File: config.mk
export PLATFORM = sky130hd
export DESIGN_NAME = fetch_unit_flat
export DESIGN_NICKNAME = d
export VERILOG_FILES = /design/src/rtl/fetch_unit_if.sv /design/src/rtl/fetch_unit.sv /design/src/flat_wrapper.sv
export SDC_FILE = /design/constraint.sdc
export NUM_CORES = 1
export LEC_CHECK = 0
export ABC_AREA = 1
export BUFFER_PORTS_ARGS = -buffer_cell sky130_fd_sc_hd__buf_4
export CELL_PAD_IN_SITES_DETAIL_PLACEMENT = 0
export CELL_PAD_IN_SITES_GLOBAL_PLACEMENT = 1
export CORE_MARGIN = 2
export CORE_UTILIZATION = 39
export DETAILED_ROUTE_END_ITERATION = 7
export GPL_TIMING_DRIVEN = 0
export PLACE_DENSITY = 0.86
export SYNTH_ARGS = -nofsm -noshare
export SYNTH_HDL_FRONTEND = slang
export SYNTH_SLANG_ARGS = --single-unit
File: constraint.sdc
create_clock -name CLK -period 2.6 [get_ports CLK]
set_clock_uncertainty 0.2 [all_clocks]
set_input_delay 0.26 -clock CLK [delete_from_list [all_inputs] [get_ports CLK]]
set_output_delay 0.26 -clock CLK [all_outputs]
set_load 0.05 [all_outputs]
File: src/rtl/fetch_unit_if.sv
// Bundle between the fetch stage, its branch resolver, instruction memory and decode.
// Handshakes: a decode transfer happens on a cycle where out_valid && out_ready; once
// out_valid rises, out_instr/out_pc/out_pc4 hold until that transfer or a redirect squashes them.
// A memory read is requested while imem_ren is high and completes on the cycle imem_valid is high;
// imem_addr holds steady from the request until that completion.
interface fetch_unit_if;
    logic        redirect_en;
    logic [31:0] redirect_addr;
    logic        imem_ren;
    logic [31:0] imem_addr;
    logic [31:0] imem_rdata;
    logic        imem_valid;
    logic        out_valid;
    logic        out_ready;
    logic [31:0] out_instr;
    logic [31:0] out_pc;
    logic [31:0] out_pc4;
    logic        fault;
    logic [1:0]  dbg_state;

    modport master (
        input  redirect_en, redirect_addr, imem_rdata, imem_valid, out_ready,
        output imem_ren, imem_addr, out_valid, out_instr, out_pc, out_pc4, fault, dbg_state
    );

    modport slave (
        output redirect_en, redirect_addr, imem_rdata, imem_valid, out_ready,
        input  imem_ren, imem_addr, out_valid, out_instr, out_pc, out_pc4, fault, dbg_state
    );
endinterface

File: src/rtl/fetch_unit.sv
// Instruction fetch stage: owns the PC, issues word reads, squashes stale fetches on redirect,
// and traps permanently on a misaligned redirect target.
module fetch_unit #(
    parameter logic [31:0] RESET_PC = 32'h0000_0000
) (
    input  logic         CLK,
    input  logic         nRST,
    fetch_unit_if.master bus
);

    localparam logic [1:0] S_REQ   = 2'd0;
    localparam logic [1:0] S_HOLD  = 2'd1;
    localparam logic [1:0] S_DRAIN = 2'd2;
    localparam logic [1:0] S_FAULT = 2'd3;

    logic [1:0]  r_state;
    logic [31:0] r_pc;
    logic [31:0] r_pend;
    logic        r_out_valid;
    logic [31:0] r_instr;
    logic [31:0] r_out_pc;
    logic [31:0] r_out_pc4;
    logic        r_fault;

    logic        w_misalign;
    logic [31:0] w_pc4;

    assign w_misalign = (bus.redirect_addr[1:0] != 2'b00);
    assign w_pc4      = r_pc + 32'd4;

    assign bus.imem_ren  = (r_state == S_REQ) || (r_state == S_DRAIN);
    assign bus.imem_addr = r_pc;
    assign bus.out_valid = r_out_valid;
    assign bus.out_instr = r_instr;
    assign bus.out_pc    = r_out_pc;
    assign bus.out_pc4   = r_out_pc4;
    assign bus.fault     = r_fault;
    assign bus.dbg_state = r_state;

    always_ff @(posedge CLK or negedge nRST) begin
        if (!nRST) begin
            r_state     <= S_REQ;
            r_pc        <= RESET_PC;
            r_pend      <= RESET_PC;
            r_out_valid <= 1'b0;
            r_instr     <= 32'd0;
            r_out_pc    <= 32'd0;
            r_out_pc4   <= 32'd0;
            r_fault     <= 1'b0;
        end else begin
            case (r_state)
                S_REQ: begin
                    if (bus.redirect_en) begin
                        if (w_misalign) begin
                            // An unanswered read must still be drained before trapping.
                            r_fault <= 1'b1;
                            r_state <= bus.imem_valid ? S_FAULT : S_DRAIN;
                        end else if (bus.imem_valid) begin
                            r_pc <= bus.redirect_addr;
                        end else begin
                            r_pend  <= bus.redirect_addr;
                            r_state <= S_DRAIN;
                        end
                    end else if (bus.imem_valid) begin
                        r_instr     <= bus.imem_rdata;
                        r_out_pc    <= r_pc;
                        r_out_pc4   <= w_pc4;
                        r_pc        <= w_pc4;
                        r_out_valid <= 1'b1;
                        r_state     <= S_HOLD;
                    end
                end
                S_HOLD: begin
                    // A redirect squashes the held instruction even if decode accepts it this cycle.
                    if (bus.redirect_en) begin
                        r_out_valid <= 1'b0;
                        if (w_misalign) begin
                            r_fault <= 1'b1;
                            r_state <= S_FAULT;
                        end else begin
                            r_pc    <= bus.redirect_addr;
                            r_state <= S_REQ;
                        end
                    end else if (bus.out_ready) begin
                        r_out_valid <= 1'b0;
                        r_state     <= S_REQ;
                    end
                end
                S_DRAIN: begin
                    if (bus.imem_valid) begin
                        if (r_fault || (bus.redirect_en && w_misalign)) begin
                            r_fault <= 1'b1;
                            r_state <= S_FAULT;
                        end else begin
                            r_pc    <= bus.redirect_en ? bus.redirect_addr : r_pend;
                            r_state <= S_REQ;
                        end
                    end else if (bus.redirect_en && !r_fault) begin
                        if (w_misalign) begin
                            r_fault <= 1'b1;
                        end else begin
                            r_pend <= bus.redirect_addr;
                        end
                    end
                end
                default: begin
                    r_out_valid <= 1'b0;
                end
            endcase
        end
    end

endmodule

File: src/flat_wrapper.sv
// flat-port wrapper written by rule: the top's interface ports become plain ports
module fetch_unit_flat 
#(
    parameter logic [31:0] RESET_PC = 32'h0000_0000
)
  (CLK, nRST, bus_redirect_en, bus_redirect_addr, bus_imem_rdata, bus_imem_valid, bus_out_ready, bus_imem_ren, bus_imem_addr, bus_out_valid, bus_out_instr, bus_out_pc, bus_out_pc4, bus_fault, bus_dbg_state);
  fetch_unit_if bus_i ();
  input  logic CLK;
  input  logic nRST;
  input wire logic [$bits(bus_i.redirect_en)-1:0] bus_redirect_en;
  input wire logic [$bits(bus_i.redirect_addr)-1:0] bus_redirect_addr;
  input wire logic [$bits(bus_i.imem_rdata)-1:0] bus_imem_rdata;
  input wire logic [$bits(bus_i.imem_valid)-1:0] bus_imem_valid;
  input wire logic [$bits(bus_i.out_ready)-1:0] bus_out_ready;
  output wire logic [$bits(bus_i.imem_ren)-1:0] bus_imem_ren;
  output wire logic [$bits(bus_i.imem_addr)-1:0] bus_imem_addr;
  output wire logic [$bits(bus_i.out_valid)-1:0] bus_out_valid;
  output wire logic [$bits(bus_i.out_instr)-1:0] bus_out_instr;
  output wire logic [$bits(bus_i.out_pc)-1:0] bus_out_pc;
  output wire logic [$bits(bus_i.out_pc4)-1:0] bus_out_pc4;
  output wire logic [$bits(bus_i.fault)-1:0] bus_fault;
  output wire logic [$bits(bus_i.dbg_state)-1:0] bus_dbg_state;
  assign bus_i.redirect_en = bus_redirect_en;
  assign bus_i.redirect_addr = bus_redirect_addr;
  assign bus_i.imem_rdata = bus_imem_rdata;
  assign bus_i.imem_valid = bus_imem_valid;
  assign bus_i.out_ready = bus_out_ready;
  assign bus_imem_ren = bus_i.imem_ren;
  assign bus_imem_addr = bus_i.imem_addr;
  assign bus_out_valid = bus_i.out_valid;
  assign bus_out_instr = bus_i.out_instr;
  assign bus_out_pc = bus_i.out_pc;
  assign bus_out_pc4 = bus_i.out_pc4;
  assign bus_fault = bus_i.fault;
  assign bus_dbg_state = bus_i.dbg_state;
  fetch_unit #(.RESET_PC(RESET_PC)) u_core (.CLK(CLK), .nRST(nRST), .bus(bus_i));
endmodule
Word-level counts from Yosys, hierarchy flattened. Cells that the tools add are included.

Reductions and logical operators: 17. Add/subtract/negate cells: 1. Bitwise logic cells: 2. Eq/ne operators: 22. Mux-type cells: 38.

Operators by type and width (number): $mux 32 (14); $pmux 32 s3 (1); $pmux 32 s2 (1); $add 32x3->32 const B (1); $ne 2x2->1 const B (12); $mux 2 (9); $ne 3x3->1 const B (5); $mux 1 (10); $reduce_and 4->1 (2); $reduce_and 8->1 (1); $reduce_and 7->1 (1); $pmux 2 s3 (1); $reduce_bool 2->1 (3); $reduce_and 5->1 (1); $ne 4x3->1 const B (1); $ne 3x2->1 const B (1); $pmux 1 s3 (1); $reduce_and 3->1 (1); $reduce_bool 3->1 (1); $eq 2x1->1 const B (1); $eq 2x2->1 const B (1); $logic_and 1x1->1 (2); $logic_not 2->1 (1); $logic_or 1x1->1 (2); 5 further kinds (6).

Input bits: 69. Register bits: 164. Logic and storage cells: 88.

Logic depth before layout (Yosys ltp).
Depth in word-level cells: 6. Depth in mapped cells: 11. Gate-level depth less buffers: 11.

Worst setup path before layout. Ideal clock, no wire load.

Kind: reg-to-reg. Start: register u_core.r_state[1] (netlist: u_core.bus.dbg_state[1]). End: register u_core.r_pc[23] (netlist: u_core.bus.imem_addr[23]). Slack: 0.329 ns. Library setup time: 0.118 ns. Period minus slack after synthesis: 2.271 ns. Data arrival time: 1.953 ns. Cell stages (with the launch flop): 12. Cell sequence: dfrtp_1 -> inv_1 -> ha_1 -> buf_2 -> nand2_1 -> nand3_1 -> nor2_1 -> nand3b_4 -> buf_4 -> buf_6 -> nand2_1 -> nand2_1.

Longest elaborated chain between the ends: 3. Elaborated cells on any way between the ends: 13. Those cells by class: eq/ne: 9; mux: 1; reduce/logical: 3.

RTL lines: start, declared (line fetch_unit.sv:16) `logic [1:0] r_state;`; start signal, assigned (line fetch_unit.sv:57) `r_state <= bus.imem_valid ? S_FAULT : S_DRAIN;`; $eq 2x2->1 (tied with other cells) (line fetch_unit.sv:51) `case (r_state)`; $ne 2x2->1 (no line) (tied with other cells); $reduce_and 8->1 (no line); end signal, assigned (line fetch_unit.sv:59) `r_pc <= bus.redirect_addr;`; end signal, assigned (line fetch_unit.sv:68) `r_pc <= w_pc4;`; end signal, assigned (line fetch_unit.sv:81) `r_pc <= bus.redirect_addr;`; end, declared (line fetch_unit.sv:17) `logic [31:0] r_pc;`.

Several ways; a longest one is shown, not always the timed one. A chain may end at the register's enable or synchronous reset.

Worst setup path after layout.
Start: register u_core.r_state[1] (netlist: u_core.bus.dbg_state[1]). End: register u_core.r_out_pc4[23] (netlist: u_core.bus.out_pc4[23]).

Longest elaborated chain between the ends: 2.

RTL lines: $logic_not 2->1 (line fetch_unit.sv:51); $reduce_and 3->1 (no line); end signal, assigned (line fetch_unit.sv:67) `r_out_pc4 <= w_pc4;`; end, declared (line fetch_unit.sv:22) `logic [31:0] r_out_pc4;`.

Every way passes these cells.

==> flow_metrics.py <==
metrics = {
    "status": {
        "status": "complete, no violations",
    },
    "synthesis": {
        "post-synth-top-area-cell": "dfrtp_1",
        "syn_inst": 1100,
        "synth_area_sq_um": 8268,
        "yosysSeqAreaShare_pct": 49.03,
        "synth_ff_type": "dfrtp_1",
        "synth_top_cell_area_share_pct": 49.03,
        "yosysWarnings": 0,
        "synthTopCellsByCount": "450 x nand2_1, 162 x dfrtp_1, 87 x o21ai_0",
        "ys_top_cells_by_area": "dfrtp_1 49%, nand2_1 20%, o21ai_0 5.3%, inv_1 3.5%, a21oi_1 3.5%",
        "synth_fp_nets": 1174,
        "synth-edff-count": 0,
        "yosysMostFrequentCell": "nand2_1",
        "ys_types": 37,
        "async_flop_share_pct": 100.0,
        "avgSynthCellArea_sq_um": 7.516,
        "ys_seq_elements": 162,
    },
    "layout": {
        "drive_above_1_share_pct": 21.13,
        "n_antenna_cell": 0,
        "finalNonFillerCells": 1671,
        "post-route-util_pct": 54.58,
        "multi_input_area_sq_um": 3601,
        "nNetsFinal": 1457,
        "area_delta_synth_final_pct": 37.89,
        "seq_area_sq_um": 4054,
        "fill_cells": 2029,
        "final_cell_area_sq_um": 11400,
    },
    "worst_setup_path": {
        "regToRegEndpoint": "u_core.bus.out_pc4[23]",
        "cpMostUsedCell": "buf_2",
        "r2r_cells": 9,
        "ff2ff_setup_slack_ps": 290,
        "start_kind": "flip-flop",
        "timing_worst_setup_path_type": "flip-flop to flip-flop",
        "cp_slowest_cell": "dfrtp_1",
        "critical_path.top_delay_family": "buffers and inverters",
        "path_cells": "inv_1, ha_1, nand2_2, nor2_4, inv_2, buf_2, buf_2, nand2_1, o21ai_1",
        "path_buf_inv": 4,
        "slowest_delay_ps": 450,
        "crit_arrival_ps": 2410,
        "critical_path_required_ps": 2700,
        "crit_path_end_kind": "flip-flop",
        "cp_max_fo": 10,
        "worstReg2RegStart": "u_core.bus.dbg_state[1]",
    },
    "routing": {
        "dr.pass1.iters": 5,
        "post_drt_wl_per_cell_microns": 16.31,
        "drc": 0,
        "vias_per_cell": 4.916,
        "drt_iter0_markers": 644,
        "num_vias": 8215,
        "routed_wl_microns": 27250,
        "ant_nets": 0,
    },
    "sta": {
        "hold_violations": 0,
        "setup_viol": 0,
        "min_period_over_period_pct": 88.75,
        "drv_slew": 0,
        "rsz0062_at_grt": "no",
        "finalCriticalPeriod_ps": 2308,
        "fin_ws_ps": 292.5,
        "tightestPinTransition_ps": 658.3,
        "maxSlewHeadroom_pct": 56.12,
        "totalNegativeSetupSlack_ps": 0,
        "max_freq_mhz": 433.4,
    },
    "power_and_ir_drop": {
        "switching_share_pct": 51.73,
        "ir_drop_mv": 0.7759,
        "seqPwrFrac_pct": 28.0,
        "combPwrFrac_pct": 55.7,
        "clkPwrFrac_pct": 16.3,
        "p_switching_mw": 8.405,
        "p_int_mw": 7.842,
        "p_leak_nw": 5.763,
        "powerDensity_nw_per_um2": 1425,
    },
    "place": {
        "placed_area_sq_um": 10150,
        "globalplace.congestion": 0.8790,
        "numPortBuffers": 200,
        "place_inst": 1576,
        "dp_slack_ps": 128.4,
        "hpwl_microns": 20200,
    },
    "worst_hold_path": {
        "worstHoldStart": "bus_imem_valid",
        "whs_endpoint": "u_core.bus.fault",
        "holdPathStages": 3,
        "min_path_type": "input pin to flip-flop",
    },
    "die": {
        "die-area_sq_um": 22380,
        "die_w_microns": 149.6,
        "die_h_microns": 149.6,
        "core_sq_um": 20890,
        "ioPinCount": 202,
        "rows": 53,
        "start_util_pct": 39.58,
    },
    "cts": {
        "cts_root_buf": "clkbuf_16",
        "cts_setup_buffers": 0,
        "insertion_delay_ps": 440,
        "cts_tree": "yes",
        "cts_htree_levels": 4,
        "clockBufferDepth": 2,
        "cts_sinks": 162,
        "cts_buffers": 17,
        "clkSlewWorstSetupHoldPaths_ps": 70,
    },
    "global_routing": {
        "antenna_found_initial": 0,
        "grt_pass1_wl_microns": 43060,
        "grt_util_all_layers_pct": 24.87,
        "grt_max_degree": 83,
        "grt_pass1_vias": 7871,
        "grt_overflow": 0,
    },
    "job": {
        "cap_violations": 0,
    },
}
state kept, by name (all words and copies together), names as in the netlist:
register	count
u_core.bus.dbg_state	2
u_core.bus.out_pc	30
u_core.bus.imem_addr	32
u_core.bus.out_valid	1
u_core.bus.out_instr	32
u_core.bus.fault	1
u_core.r_pend	32
u_core.bus.out_pc4	32
worst min-delay path, cell delays in order:
cell     delay, ps
buf_4          130
a21oi_1        130
o31ai_1         80
worst max-delay path by stage:
| stage | depth (start not counted) | slack, ps | startpoint | to |
|---|---|---|---|---|
| after global routing | 9 | 130 | u_core.bus.dbg_state[1] | u_core.bus.out_pc[28] |
| after global placement | 1 | 160 | nRST | u_core.bus.out_instr[8] |
| final | 9 | 290 | u_core.bus.dbg_state[1] | u_core.bus.out_pc4[23] |
| after CTS | 9 | 110 | u_core.bus.dbg_state[1] | u_core.bus.out_pc[4] |
| after floorplan | 11 | 330 | u_core.bus.dbg_state[1] | u_core.bus.imem_addr[23] |
| after detailed placement | 9 | 130 | u_core.bus.dbg_state[1] | u_core.bus.out_pc[4] |
cell families after synthesis:
logic type / share of synthesized area [%]
flops: 49.03
simple gates: 28.68
compound gates: 13.53
xor+xnor: 0.5296
buf+inv: 7.476
fa+ha+maj: 0.7567
final cells by class:
class | count | share of cell area [%]
flip-flops and latches | 162 | 35.56
clock inverters | 14 | 1.558
clock buffers | 18 | 3.852
plain buffers | 58 | 2.634
well taps | 275 | 3.018
repair buffers | 264 | 19.01
multi-input cells | 796 | 31.58
inverters | 84 | 2.788
cells in the final DEF (no fill, tap or decap), drive strengths merged, types with 4 or more instances in the layout:
cell type and n:
nor3 4, clkinv 4, xor2 4, o211ai 4, dlygate4sd3 63, nand2 456
dfrtp 162, inv 88, clkbuf 39, ha 5, nand3 55, o21ai 120
buf 238, nor2 56, a21oi 58, a22oi 17, o22ai 5
power groups by stage:
stage | registers [mW] | logic (mW) | clock network (mW)
2_1_floorplan | 7.25 | 3.32 | 0
6_report | 4.55 | 9.04 | 2.65
4_1_cts | 4.54 | 9.04 | 2.69
3_5_place_dp | 4.57 | 8.93 | 0
3_3_place_gp | 4.54 | 8.86 | 0
5_1_grt | 4.69 | 9.83 | 2.81
routing by layer:
metal	track usage [%]	part of all wire (%)
met5	0	0
met4	7.429	2.1
met3	4.207	5.6
met2	40.23	46
met1	34.34	46
metrics by stage:
stage                     power (mW)  hold WS, ps
after floorplan                10.57       -235.6
after global placement         13.41        256.1
after detailed placement       13.51        94.60
after CTS                      16.26        12.24
after global routing           17.33        54.70
final                          16.25        14.79
timing repair:
| item | 4_1_cts | 5_1_grt |
|---|---|---|
| hold buffers | 63 | 0 |
| endpoints found under the hold margin | 157 | 0 |
| endpoints found under the setup margin | 0 | 7 |
| gates resized for setup | 0 | 1 |
(Power assumes the default switching activity.)
